--- src/rtl/ps2_jump_decoder.sv ---
// PS/2 keyboard receiver: synchronizes and filters the raw pins, frames 11-bit words,
// and decodes make/break/extended sequences into a held jump-key level.
module ps2_jump_decoder #(
  parameter int         FILTER_LEN     = 8,
  parameter int         TIMEOUT_CYCLES = 100000,
  parameter logic [7:0] JUMP_CODE      = 8'h29
) (
  input  logic       sysclk,
  input  logic       reset,
  input  logic       ps2_clk,
  input  logic       ps2_data,
  output logic       jump_key,
  output logic [7:0] scan_code,
  output logic       code_valid,
  output logic       frame_err
);

  localparam int FW = $clog2(FILTER_LEN + 1);
  localparam int TW = $clog2(TIMEOUT_CYCLES + 1);
  localparam logic [FW-1:0] FILT_LAST = FW'(FILTER_LEN - 1);
  localparam logic [TW-1:0] TO_LAST   = TW'(TIMEOUT_CYCLES - 1);

  typedef enum logic [1:0] {
    S_IDLE   = 2'd0,
    S_DATA   = 2'd1,
    S_PARITY = 2'd2,
    S_STOP   = 2'd3
  } state_t;

  logic          r_clk_meta, r_clk_sync, r_dat_meta, r_dat_sync;
  logic          r_filt_clk;
  logic [FW-1:0] r_filt_cnt;
  logic          w_event;
  state_t        r_state, w_next;
  logic [2:0]    r_bit_cnt;
  logic [7:0]    r_byte;
  logic          r_par_ok;
  logic [TW-1:0] r_to_cnt;
  logic          w_start_err, w_accept, w_stop_err, w_timeout;
  logic          r_ext, r_brk;
  logic          r_jump, r_valid, r_err;
  logic [7:0]    r_scan;

  // Two-flop synchronizers for both pins; idle bus level is high
  always_ff @(posedge sysclk or posedge reset) begin
    if (reset) begin
      r_clk_meta <= 1'b1;
      r_clk_sync <= 1'b1;
      r_dat_meta <= 1'b1;
      r_dat_sync <= 1'b1;
    end else begin
      r_clk_meta <= ps2_clk;
      r_clk_sync <= r_clk_meta;
      r_dat_meta <= ps2_data;
      r_dat_sync <= r_dat_meta;
    end
  end

  // Filtered clock flips only after FILTER_LEN consecutive differing samples
  always_ff @(posedge sysclk or posedge reset) begin
    if (reset) begin
      r_filt_clk <= 1'b1;
      r_filt_cnt <= '0;
    end else if (r_clk_sync != r_filt_clk) begin
      if (r_filt_cnt == FILT_LAST) begin
        r_filt_clk <= r_clk_sync;
        r_filt_cnt <= '0;
      end else begin
        r_filt_cnt <= r_filt_cnt + FW'(1);
      end
    end else begin
      r_filt_cnt <= '0;
    end
  end

  assign w_event = r_filt_clk && !r_clk_sync && (r_filt_cnt == FILT_LAST);

  // Frame FSM state register
  always_ff @(posedge sysclk or posedge reset) begin
    if (reset) begin
      r_state <= S_IDLE;
    end else begin
      r_state <= w_next;
    end
  end

  // Frame FSM next-state logic
  always_comb begin
    w_next = r_state;
    if (w_timeout) begin
      w_next = S_IDLE;
    end else if (w_event) begin
      case (r_state)
        S_IDLE:   w_next = r_dat_sync ? S_IDLE : S_DATA;
        S_DATA:   w_next = (r_bit_cnt == 3'd7) ? S_PARITY : S_DATA;
        S_PARITY: w_next = S_STOP;
        S_STOP:   w_next = S_IDLE;
        default:  w_next = S_IDLE;
      endcase
    end else begin
      w_next = r_state;
    end
  end

  // Frame FSM outputs: per-event outcome strobes and the inter-bit timeout
  always_comb begin
    w_start_err = 1'b0;
    w_accept    = 1'b0;
    w_stop_err  = 1'b0;
    w_timeout   = (r_state != S_IDLE) && !w_event && (r_to_cnt == TO_LAST);
    case (r_state)
      S_IDLE: w_start_err = w_event && r_dat_sync;
      S_STOP: begin
        w_accept   = w_event && r_dat_sync && r_par_ok;
        w_stop_err = w_event && !(r_dat_sync && r_par_ok);
      end
      default: begin
        w_start_err = 1'b0;
        w_accept    = 1'b0;
        w_stop_err  = 1'b0;
      end
    endcase
  end

  // Shift register, bit counter, parity result and timeout counter
  always_ff @(posedge sysclk or posedge reset) begin
    if (reset) begin
      r_bit_cnt <= 3'd0;
      r_byte    <= 8'h00;
      r_par_ok  <= 1'b0;
      r_to_cnt  <= '0;
    end else begin
      if (r_state == S_IDLE || w_event) begin
        r_to_cnt <= '0;
      end else begin
        r_to_cnt <= r_to_cnt + TW'(1);
      end
      if (w_event) begin
        case (r_state)
          S_IDLE: r_bit_cnt <= 3'd0;
          S_DATA: begin
            r_byte    <= {r_dat_sync, r_byte[7:1]};
            r_bit_cnt <= r_bit_cnt + 3'd1;
          end
          S_PARITY: r_par_ok <= ^{r_byte, r_dat_sync};
          default:  r_bit_cnt <= r_bit_cnt;
        endcase
      end else begin
        r_bit_cnt <= r_bit_cnt;
      end
    end
  end

  // Registered outputs and make/break/extended decode of accepted bytes
  always_ff @(posedge sysclk or posedge reset) begin
    if (reset) begin
      r_valid <= 1'b0;
      r_err   <= 1'b0;
      r_scan  <= 8'h00;
      r_jump  <= 1'b0;
      r_ext   <= 1'b0;
      r_brk   <= 1'b0;
    end else begin
      r_valid <= w_accept;
      r_err   <= w_start_err | w_stop_err | w_timeout;
      if (w_accept) begin
        r_scan <= r_byte;
        if (r_byte == 8'hE0) begin
          r_ext <= 1'b1;
        end else if (r_byte == 8'hF0) begin
          r_brk <= 1'b1;
        end else begin
          if (!r_ext && (r_byte == JUMP_CODE)) begin
            r_jump <= ~r_brk;
          end else begin
            r_jump <= r_jump;
          end
          r_ext <= 1'b0;
          r_brk <= 1'b0;
        end
      end else if (w_stop_err || w_timeout) begin
        r_ext <= 1'b0;
        r_brk <= 1'b0;
      end else begin
        r_ext <= r_ext;
        r_brk <= r_brk;
      end
    end
  end

  assign jump_key   = r_jump;
  assign scan_code  = r_scan;
  assign code_valid = r_valid;
  assign frame_err  = r_err;

endmodule

--- config.mk ---
export PLATFORM = sky130hd
export DESIGN_NAME = ps2_jump_decoder
export DESIGN_NICKNAME = d
export VERILOG_FILES = /design/src/rtl/ps2_jump_decoder.sv
export SDC_FILE = /design/constraint.sdc
export NUM_CORES = 1
export LEC_CHECK = 0
export BUFFER_PORTS_ARGS = -buffer_cell sky130_fd_sc_hd__buf_2
export CAP_MARGIN = 15
export CORE_MARGIN = 5
export CORE_UTILIZATION = 59
export DETAILED_ROUTE_END_ITERATION = 6
export PLACE_DENSITY = 0.83
export SLEW_MARGIN = 10
export SYNTH_ARGS = -nofsm -noshare
export SYNTH_HDL_FRONTEND = slang
export SYNTH_SLANG_ARGS = --single-unit
--- constraint.sdc ---
create_clock -name sysclk -period 2.3 [get_ports sysclk]
set_clock_uncertainty 0.1 [all_clocks]
set_input_delay 0.115 -clock sysclk [delete_from_list [all_inputs] [get_ports sysclk]]
set_output_delay 0.115 -clock sysclk [all_outputs]
set_load 0.01 [all_outputs]
==> impl_metrics.py, run 1 <==
metrics = {
    "outcome": {
        "status": "finished clean",
    },
    "cells_and_area": {
        "final_nets": 242,
        "num_antenna_cells": 0,
        "drive_gt1_share_pct": 26.18,
        "syn2layout_area_growth_pct": 9.118,
    },
    "grt": {
        "grt_max_degree": 27,
        "grt_pass1_vias": 1627,
        "grt_pass1_wl_mm": 7.251,
        "gr-total-overflow": 0,
        "antenna_found_initial": 0,
        "grt_usage_pct": 16.33,
    },
    "synth": {
        "ys_types": 44,
        "synth_async_sr_flop_share_pct": 100.0,
        "ys_seq_area_share_pct": 53.36,
        "syn_nets": 220,
        "syn-cell-area_um2": 2497,
        "ys_ff_latch": 53,
        "postSynthAreaPerCell_um2": 11.84,
        "synth_edf_count": 0,
        "ys.flop_type": "dfrtp_1",
        "ys_warn_count": 0,
        "netlist_instances": 211,
        "synth_top_area_cell": "dfrtp_1",
        "synth.top_cell.area_share_pct": 48.10,
        "synth_area_leaders": "dfrtp_1 (48%), mux2_2 (8.6%), dfstp_2 (5.3%)",
    },
    "hold_path": {
        "worstHoldPathCells": 0,
        "hp-class": "reg2reg",
        "min_delay_worst_endpoint": "r_clk_sync",
        "worst_hold_startpoint": "r_clk_meta",
    },
    "floorplanning": {
        "rows": 23,
        "dieHeight_um": 75.06,
        "fp.dieW_um": 75.06,
        "core_um2": 4058,
        "dieArea_um2": 5634,
        "initial_utilization_pct": 61.55,
        "io_pins": 15,
    },
    "routing": {
        "drt.antenna.violating_nets": 0,
        "vias_per_cell": 5.657,
        "routedWlPerCell_um": 13.85,
        "drtIter0Drc": 63,
        "post-route-drc-count": 0,
        "dr.pass1.iters": 4,
        "finalWirelength_mm": 3.919,
        "vias": 1601,
    },
    "flow_run": {
        "max_cap_viol_count": 0,
    },
    "pwr": {
        "p_per_area_nw_per_um2": 575.4,
        "p_leak_nw": 1.311,
        "peakVddDrop_uv": 402.1,
        "power_mw": 1.568,
    },
    "timing": {
        "fmax_mhz": 510.6,
        "fin_crit_ps": 1958,
        "fin_crit_sh_pct": 85.15,
        "drv_slew": 0,
        "max_slew_margin_pct": 64.01,
        "fin_tns_setup_ps": 0,
        "setup_viol": 0,
        "hold_viol_final": 0,
        "worst_slew_pin_slew_ps": 539.1,
        "rsz0062_at_grt": "false",
    },
    "worst_setup_path": {
        "critPathMaxFanout": 11,
        "worst_setup_path_end_kind": "register",
        "path_cells": "ha_1, nand4b_4, nor3_4, mux2_2",
        "crit_arrival_ps": 2040,
        "crit_buf_inv": 0,
        "r2r-end": "scan_code[3]",
        "r2r_cells": 4,
        "path_class": "reg2reg",
        "critPathRequiredTime_ps": 2380,
        "rr_startpoint": "r_filt_clk",
        "crit_path_start_kind": "register",
        "crit_family": "simple AND/OR/NAND/NOR gates",
        "max_stage_delay_ps": 530,
        "slowest_stage": "dfstp_2",
        "ff2ff_setup_slack_ps": 340,
    },
    "clock_tree": {
        "cts-buffers-inserted": 5,
        "cts.clk_slew.worst_paths_ps": 80,
        "postCtsSetupRepairBufs": 0,
        "cts_root_buffer": "clkbuf_8",
        "cts_max_level": 2,
        "cts_tree": "yes",
        "clockBufferDepth": 2,
        "clkSinkCount": 53,
        "insertion_delay_ps": 290,
    },
    "placement": {
        "dp_hpwl_mm": 2.870,
        "port_buffers": 14,
        "gp_congestion": 0.7576,
    },
}
==> layout make-up <==
cell class,count,area (um2)
Fill cell,312,1333
Sequential cell,53,1333
Timing Repair Buffer,22,137.6
Multi-Input combinational cell,145,1084
Inverter,6,22.52
Tap cell,50,62.56
Clock buffer,7,86.33
==> metrics by stage <==
step	worst slack, ps	cells	instance area, um2	utilization (%)	hold WS [ps]
after floorplan	505.6	211	2497	-	19.48
after global placement	350.1	273	2609	64.29	84.69
after detailed placement	314.1	273	2609	64.29	98.98
after CTS	304.9	283	2725	67.16	260.1
after global routing	189.0	283	2725	67.16	265.9
final	341.6	283	2725	67.16	259.0
==> repair_timing <==
| item | CTS | global route |
|---|---|---|
| resized for setup | 0 | 0 |
| hold buffers | 3 | 0 |
| hold endpoints to repair | 26 | 0 |
==> worst max path at each step <==
stage	from	end	cells past startpoint	slack [ps]
floorplan	r_filt_clk	r_byte[0]	5	510
global placement	r_filt_clk	scan_code[3]	4	350
detailed placement	r_filt_clk	scan_code[7]	4	310
CTS	r_filt_clk	scan_code[3]	4	300
global route	r_filt_cnt[0]	scan_code[1]	4	190
finish	r_filt_clk	scan_code[3]	4	340
==> placed cells by master (no fill, tap or decap), types with 2 or more instances in the layout <==
cell,netlist,final
nand3_1,9,9
dfstp_2,5,5
xor2_1,9,9
a21oi_1,7,7
o211ai_1,2,2
or3_1,4,4
dfrtp_1,48,48
nor2b_1,3,3
o21ai_0,9,9
mux2_2,19,19
nor3_1,5,5
nand2_1,13,13
buf_4,0,5
clkbuf_8,0,6
dlygate4sd3_1,0,3
xnor2_1,9,9
and3_1,4,4
nand4_1,5,5
ha_1,5,5
inv_1,6,5
nor2_1,19,19
buf_2,2,14
==> registers in the layout, summed over array words and instances (netlist names), 2 cells and up <==
signal      count
r_state         2
r_filt_cnt      4
scan_code       8
r_bit_cnt       3
r_to_cnt       17
r_byte          8
==> layer usage <==
| metal | share of wire [%] | GRT usage (%) | routed length [um] |
|---|---|---|---|
| met1 | 46 | 21.60 | 1787 |
| met2 | 50 | 27.95 | 1976 |
| met3 | 3.3 | 2.937 | 131 |
| met4 | 0.59 | 3.953 | 23 |
| met5 | 0 | 0 | 0 |
==> cells in the mapped netlist, types with 5 or more instances <==
master / number
xnor2_1: 9
inv_1: 6
nand4_1: 5
nand3_1: 9
a21oi_1: 7
nand2_1: 13
xor2_1: 9
nor2_1: 19
nor3_1: 5
dfstp_2: 5
dfrtp_1: 48
mux2_2: 19
ha_1: 5
o21ai_0: 9
==> kinds of logic (layout without fill, tap and decap cells) <==
family	after synthesis	after routing	share of synthesized area, %
AOI/OAI and AO/OA	21	21	4.709
xor gates and xnor gates	19	19	7.215
adders and majority gates	5	5	2.505
buffers and inverters	13	35	3.256
DFF	53	53	53.36
muxes	20	20	8.968
and+or+nand+nor	80	80	19.99
==> where the power goes <==
part	switching, mW	internal, mW
sequential	0.0205	0.960
clock	0.267	0.239
combinational	0.0459	0.0354
total	0.333	1.23
No activity file was read; power rests on OpenSTA's default activity.
==> inputs of run 2 (changes only) <==
- CORE_MARGIN: 5 -> not set
- GPL_TIMING_DRIVEN: not set -> 0
- clock period: 2.3 -> 2.1 ns (I/O delays scaled with it)
==> run 2 against run 1 <==
  * Sequential power increased by 9%
  * Clock power increased by 8.9%
  * Power increased by 9.5%
  * Worst hold slack got worse by 39 ps
  * Sequential share of layout area decreased by 0.69 points
  * Flip-flop and latch count unchanged
==> impl_metrics.py, run 2 (same netlist as run 1, synthesis figures left out) <==
metrics = {
    "worst_setup_path": {
        "worst_setup_path_end_kind": "register",
        "crit_family": "simple AND/OR/NAND/NOR gates",
        "path_cells": "ha_1, and4b_1, nand2_2, nor2_8, mux2_2",
        "critPathMaxFanout": 9,
        "crit_buf_inv": 0,
        "r2r_cells": 5,
        "critPathRequiredTime_ps": 2200,
        "crit_arrival_ps": 2060,
        "rr_startpoint": "r_filt_clk",
        "crit_path_start_kind": "register",
        "slowest_stage": "dfstp_2",
        "path_class": "reg2reg",
        "ff2ff_setup_slack_ps": 140,
        "max_stage_delay_ps": 530,
        "r2r-end": "r_byte[5]",
    },
    "placement": {
        "place_inst": 276,
        "dp_hpwl_mm": 2.763,
        "placed_cell_area_um2": 2650,
        "gp_congestion": 0.7852,
        "port_buffers": 14,
    },
    "clock_tree": {
        "cts_hold_buf": 3,
        "cts_root_buffer": "clkbuf_8",
        "cts_tree": "yes",
        "insertion_delay_ps": 310,
        "cts.repair.resized": 0,
        "cts.clk_slew.worst_paths_ps": 90,
        "cts_max_level": 2,
        "postCtsSetupRepairBufs": 0,
        "clkSinkCount": 53,
        "clockBufferDepth": 2,
        "cts-buffers-inserted": 5,
    },
    "flow_run": {
        "max_cap_viol_count": 0,
    },
    "routing": {
        "vias_per_cell": 5.512,
        "dr.pass1.iters": 4,
        "routedWlPerCell_um": 13.65,
        "vias": 1582,
        "post-route-drc-count": 0,
        "drtIter0Drc": 85,
        "drt.antenna.violating_nets": 0,
        "finalWirelength_mm": 3.917,
    },
    "cells_and_area": {
        "largest_reg_flops": 17,
        "final_nets": 245,
        "multi_input_area_um2": 1084,
        "syn2layout_area_growth_pct": 10.67,
        "num_antenna_cells": 0,
        "stdcell_count": 287,
        "layout_common_cells": "dfrtp_1 (48), mux2_2 (19), nor2_1 (19), buf_2 (16), nand2_1 (13)",
        "final_common_cell": "dfrtp_1",
        "seq_area_um2": 1333,
        "design_area_um2": 2764,
        "largest-register": "r_to_cnt",
        "fillers": 300,
        "drive_gt1_share_pct": 26.58,
    },
    "timing": {
        "fin_crit_sh_pct": 93.19,
        "drv_slew": 0,
        "fin_crit_ps": 1957,
        "hold_viol_final": 0,
        "rsz0062_at_grt": "false",
        "setup_viol": 0,
        "worst_slew_pin_slew_ps": 472.1,
        "max_slew_margin_pct": 68.53,
        "fmax_mhz": 511.0,
        "fin_tns_setup_ps": 0,
    },
    "outcome": {
        "status": "finished clean",
    },
    "floorplanning": {
        "core_um2": 4029,
        "dieHeight_um": 67.06,
        "io_pins": 15,
        "fp.dieW_um": 67.06,
        "dieArea_um2": 4497,
        "initial_utilization_pct": 61.99,
        "rows": 23,
    },
    "hold_path": {
        "hp-class": "in2async",
    },
    "grt": {
        "grt_max_degree": 37,
        "grt_pass1_vias": 1563,
        "grt_pass1_wl_mm": 6.920,
        "antenna_found_initial": 0,
        "grt_usage_pct": 20.96,
        "gr-total-overflow": 0,
    },
    "pwr": {
        "p_per_area_nw_per_um2": 621.0,
        "peakVddDrop_uv": 493.8,
        "p_leak_nw": 1.324,
    },
}
-- run 2: cell count changes in the layout (fill, tap and decap cells not counted) --
cell and change:
clkbuf_8 -1, clkbuf_1 +1, buf_1 +1, buf_12 +1
buf_6 +4, buf_2 +2, buf_4 -5, clkinvlp_4 +1
-- run 2: worst reg2reg max path: stages (launching register included) --
cell and delay (ps):
dfstp_2 530, ha_1 200, and4b_1 320, nand2_2 150
nor2_8 190, mux2_2 370
-- run 2: worst max-delay path by stage --
stage | from | to | slack, ps | cells past startpoint
4_1_cts | r_filt_clk | r_byte[5] | 140 | 5
6_report | r_filt_clk | r_byte[5] | 140 | 5
3_3_place_gp | reset | scan_code[2] | -30 | 2
5_1_grt | r_filt_clk | r_byte[2] | 60 | 5
3_5_place_dp | r_filt_clk | r_byte[5] | 150 | 5
2_1_floorplan | r_filt_clk | r_byte[0] | 310 | 5
-- run 2: final cells by class --
type,count,area share [%]
Inverter,6,0.8148
Timing Repair Buffer,18,4.346
Buffer,7,2.128
Clock inverter,1,0.2716
Sequential cell,53,48.21
Multi-Input combinational cell,145,39.20
Clock buffer,7,2.761
Tap cell,50,2.263
-- run 2: metrics by stage --
step	utilization [%]	hold WS (ps)	setup slack, ps	total power, mW
final	68.60	220.3	143.0	1.717
after global routing	68.60	256.1	59.38	1.798
after CTS	68.60	220.2	140.1	1.740
after detailed placement	65.78	8.948	151.0	1.183
after global placement	65.28	110.2	-25.86	1.173
after floorplan	-	9.478	305.6	1.155
-- run 2: metal layers --
layer | global-route usage [%] | up-vias | wire length (um)
met1 | 26.42 | 771 | 1814
met5 | 0 | - | 0
met4 | 7.181 | 0 | 57
li1 | - | 788 | -
met2 | 34.38 | 17 | 1931
met3 | 5.651 | 6 | 114
-- run 2: power by group --
part,internal (mW),switching [mW],total [mW]
clock network,0.236,0.315,0.551
logic,0.0397,0.0513,0.0910
registers,1.05,0.0230,1.07
==> inputs of run 3 (changes only) <==
- ABC_AREA: not set -> 1
- PLACE_DENSITY: 0.83 -> 0.82
==> run 3 against run 2 <==
  * Final cell count up 46%
  * Sequential power about the same
  * Utilization down 0.65 points
  * Critical path depth up 5
  * Flip-flop and latch count unchanged
  * Die area up 8.2%
  * Combinational power up 47%
  * Non-clock buffer count down 3
  * Worst hold slack better by 40 ps
  * Fmax up 9.9%
  * Via count up 38%
==> impl_metrics.py, run 3 <==
metrics = {
    "synth": {
        "synth_async_sr_flop_share_pct": 100.0,
        "ys_types": 30,
        "synth_area_leaders": "dfrtp_1 (44%), nand2_1 (11%), nor2_1 (6.8%)",
        "synth_top_area_cell": "dfrtp_1",
        "ys_ff_latch": 53,
        "synth_edf_count": 0,
        "netlist_instances": 341,
        "synth.top_cell.area_share_pct": 44.36,
        "ys_warn_count": 0,
        "syn_nets": 350,
        "postSynthAreaPerCell_um2": 7.940,
        "ys.flop_type": "dfrtp_1",
        "syn-cell-area_um2": 2708,
        "yosysMostFrequentCell": "nand2_1",
        "netlist_top_cells_count": "nand2_1 (81), nor2_1 (49), dfrtp_1 (48), inv_1 (47), nand3_1 (22)",
        "ys_seq_area_share_pct": 49.21,
    },
    "timing": {
        "rsz0062_at_grt": "false",
        "fin_crit_sh_pct": 84.77,
        "max_slew_margin_pct": 67.41,
        "worst_slew_pin_slew_ps": 488.2,
        "fin_tns_setup_ps": 0,
        "hold_viol_final": 0,
        "drv_slew": 0,
        "fmax_mhz": 561.7,
        "setup_viol": 0,
        "fin_crit_ps": 1780,
    },
    "floorplanning": {
        "fp.dieW_um": 69.75,
        "dieArea_um2": 4864,
        "initial_utilization_pct": 61.76,
        "core_um2": 4384,
        "io_pins": 15,
        "dieHeight_um": 69.75,
        "rows": 24,
    },
    "clock_tree": {
        "cts-buffers-inserted": 5,
        "clkSinkCount": 53,
        "cts.repair.resized": 0,
        "cts_root_buffer": "clkbuf_8",
        "clockBufferDepth": 2,
        "insertion_delay_ps": 310,
        "cts.clk_slew.worst_paths_ps": 100,
        "cts_tree": "yes",
        "cts_max_level": 2,
    },
    "routing": {
        "drt.antenna.violating_nets": 0,
        "post-route-drc-count": 0,
        "dr.pass1.iters": 5,
        "vias_per_cell": 5.200,
        "vias": 2179,
        "routedWlPerCell_um": 11.88,
        "finalWirelength_mm": 4.979,
        "drtIter0Drc": 192,
    },
    "cells_and_area": {
        "drive_gt1_share_pct": 13.90,
        "final_nets": 375,
        "fillers": 361,
        "largest_reg_flops": 17,
        "final_common_cell": "nand2_1",
        "num_antenna_cells": 0,
        "layout_common_cells": "nand2_1 (81), nor2_1 (49), dfrtp_1 (48), inv_1 (46), nand3_1 (22)",
        "stdcell_count": 419,
        "largest-register": "r_to_cnt",
        "design_area_um2": 2979,
        "syn2layout_area_growth_pct": 10.03,
    },
    "pwr": {
        "p_leak_nw": 1.500,
        "clock_power_share_pct": 31.4,
        "p_per_area_nw_per_um2": 599.1,
        "p_comb_share_pct": 7.5,
        "p_sw_uw": 441.1,
        "power_frac_seq_pct": 61.1,
        "p_sw_share_pct": 24.71,
        "peakVddDrop_uv": 432.0,
        "p_int_mw": 1.344,
        "power_mw": 1.785,
    },
    "worst_setup_path": {
        "cp-startpoint": "r_clk_sync",
        "rr_startpoint": "r_clk_sync",
        "ff2ff_setup_slack_ps": 320,
        "crit_arrival_ps": 1890,
        "crit_path_start_kind": "register",
        "r2r_cells": 10,
        "path_cells": "inv_1, ha_1, nand2_4, nand2_4, inv_4, nand3_2, nand2_1, nand2_1, nand2_1, nand2_1",
        "worst_setup_path_end_kind": "register",
        "critPathRequiredTime_ps": 2210,
        "max_stage_delay_ps": 530,
        "critPathMaxFanout": 10,
        "r2r-end": "r_ext",
        "cpMostUsedCell": "nand2_1",
        "path_class": "reg2reg",
        "slowest_stage": "dfstp_2",
        "endpoint": "r_ext",
    },
    "hold_path": {
        "hp-class": "in2async",
    },
    "grt": {
        "grt_pass1_wl_mm": 8.873,
        "antenna_found_initial": 0,
        "grt_usage_pct": 22.83,
        "grt_pass1_vias": 2013,
        "gr-total-overflow": 0,
        "grt_max_degree": 33,
    },
    "placement": {
        "port_buffers": 14,
        "gp_congestion": 0.9664,
        "dp_hpwl_mm": 3.712,
        "place_inst": 408,
        "placed_cell_area_um2": 2863,
    },
    "outcome": {
        "status": "finished clean",
    },
    "flow_run": {
        "max_cap_viol_count": 0,
    },
}
run 3: kinds of logic (layout without fill, tap and decap cells):
family | after synthesis | in the layout | synth area share [%]
AND/OR/NAND/NOR | 184 | 184 | 30.45
XOR/XNOR | 8 | 8 | 2.588
adder cells (fa/ha/maj) | 5 | 5 | 2.311
buffers and inverters | 52 | 78 | 7.948
flip-flops | 53 | 53 | 49.21
AO/OA/AOI/OAI | 39 | 39 | 7.486
run 3: power by group through the flow:
stage	combinational (mW)	sequential [mW]	clock [mW]
5_1_grt	0.158	1.10	0.607
2_1_floorplan	0.0993	1.10	0
6_report	0.134	1.09	0.561
4_1_cts	0.137	1.09	0.574
3_5_place_dp	0.132	1.11	0
3_3_place_gp	0.120	1.11	0
run 3: worst min path at each step:
stage | startpoint | endpoint | slack [ps] | depth (start not counted)
2_1_floorplan | ps2_clk | r_clk_meta | 9 | 0
3_3_place_gp | ps2_data | r_dat_meta | 110 | 1
3_5_place_dp | reset | r_to_cnt[9] | 50 | 2
4_1_cts | r_dat_meta | r_dat_sync | 260 | 0
5_1_grt | r_clk_meta | r_clk_sync | 270 | 0
6_report | reset | r_state[1] | 260 | 3
run 3: worst max-delay path: cells and delay by family (launching register included):
family | cells | cell delay (ps)
buffers and inverters | 2 | 170
and+or+nand+nor | 7 | 640
adders and majority gates | 1 | 250
DFF | 1 | 530
run 3: cell type report:
class | instances | area (um2) | area share [%]
flip-flops and latches | 53 | 1333 | 44.73
multi-input cells | 236 | 1160 | 38.93
inverters | 48 | 182.7 | 6.132
repair buffers | 18 | 120.1 | 4.032
clock buffers | 5 | 68.82 | 2.310
well taps | 52 | 65.06 | 2.184
plain buffers | 4 | 32.53 | 1.092
clock inverters | 3 | 17.52 | 0.5880
run 3: per-layer routing:
metal  up-vias  share of wire [%]  wire length [um]  track usage, %
met5         -                  0                 0               0
met4         0               0.96                48           5.778
met3         5                4.0               201           4.360
met2        36                 45              2220           35.71
met1      1020                 50              2509           33.04
li1       1118                  -                 -               -
run 3: what timing repair did:
item	in CTS	in global routing
setup buffers	0	0
endpoints found under the hold margin	23	0
hold buffers	3	0
run 3: through the flow:
| stage | setup WS (ps) | hold slack (ps) | utilization [%] |
|---|---|---|---|
| finish | 319.8 | 260.6 | 67.95 |
| global route | 183.7 | 269.1 | 67.95 |
| CTS | 315.6 | 260.4 | 67.95 |
| detailed placement | 319.9 | 54.63 | 65.30 |
| global placement | 9.223 | 111.4 | 64.84 |
| floorplan | 525.8 | 9.478 | - |
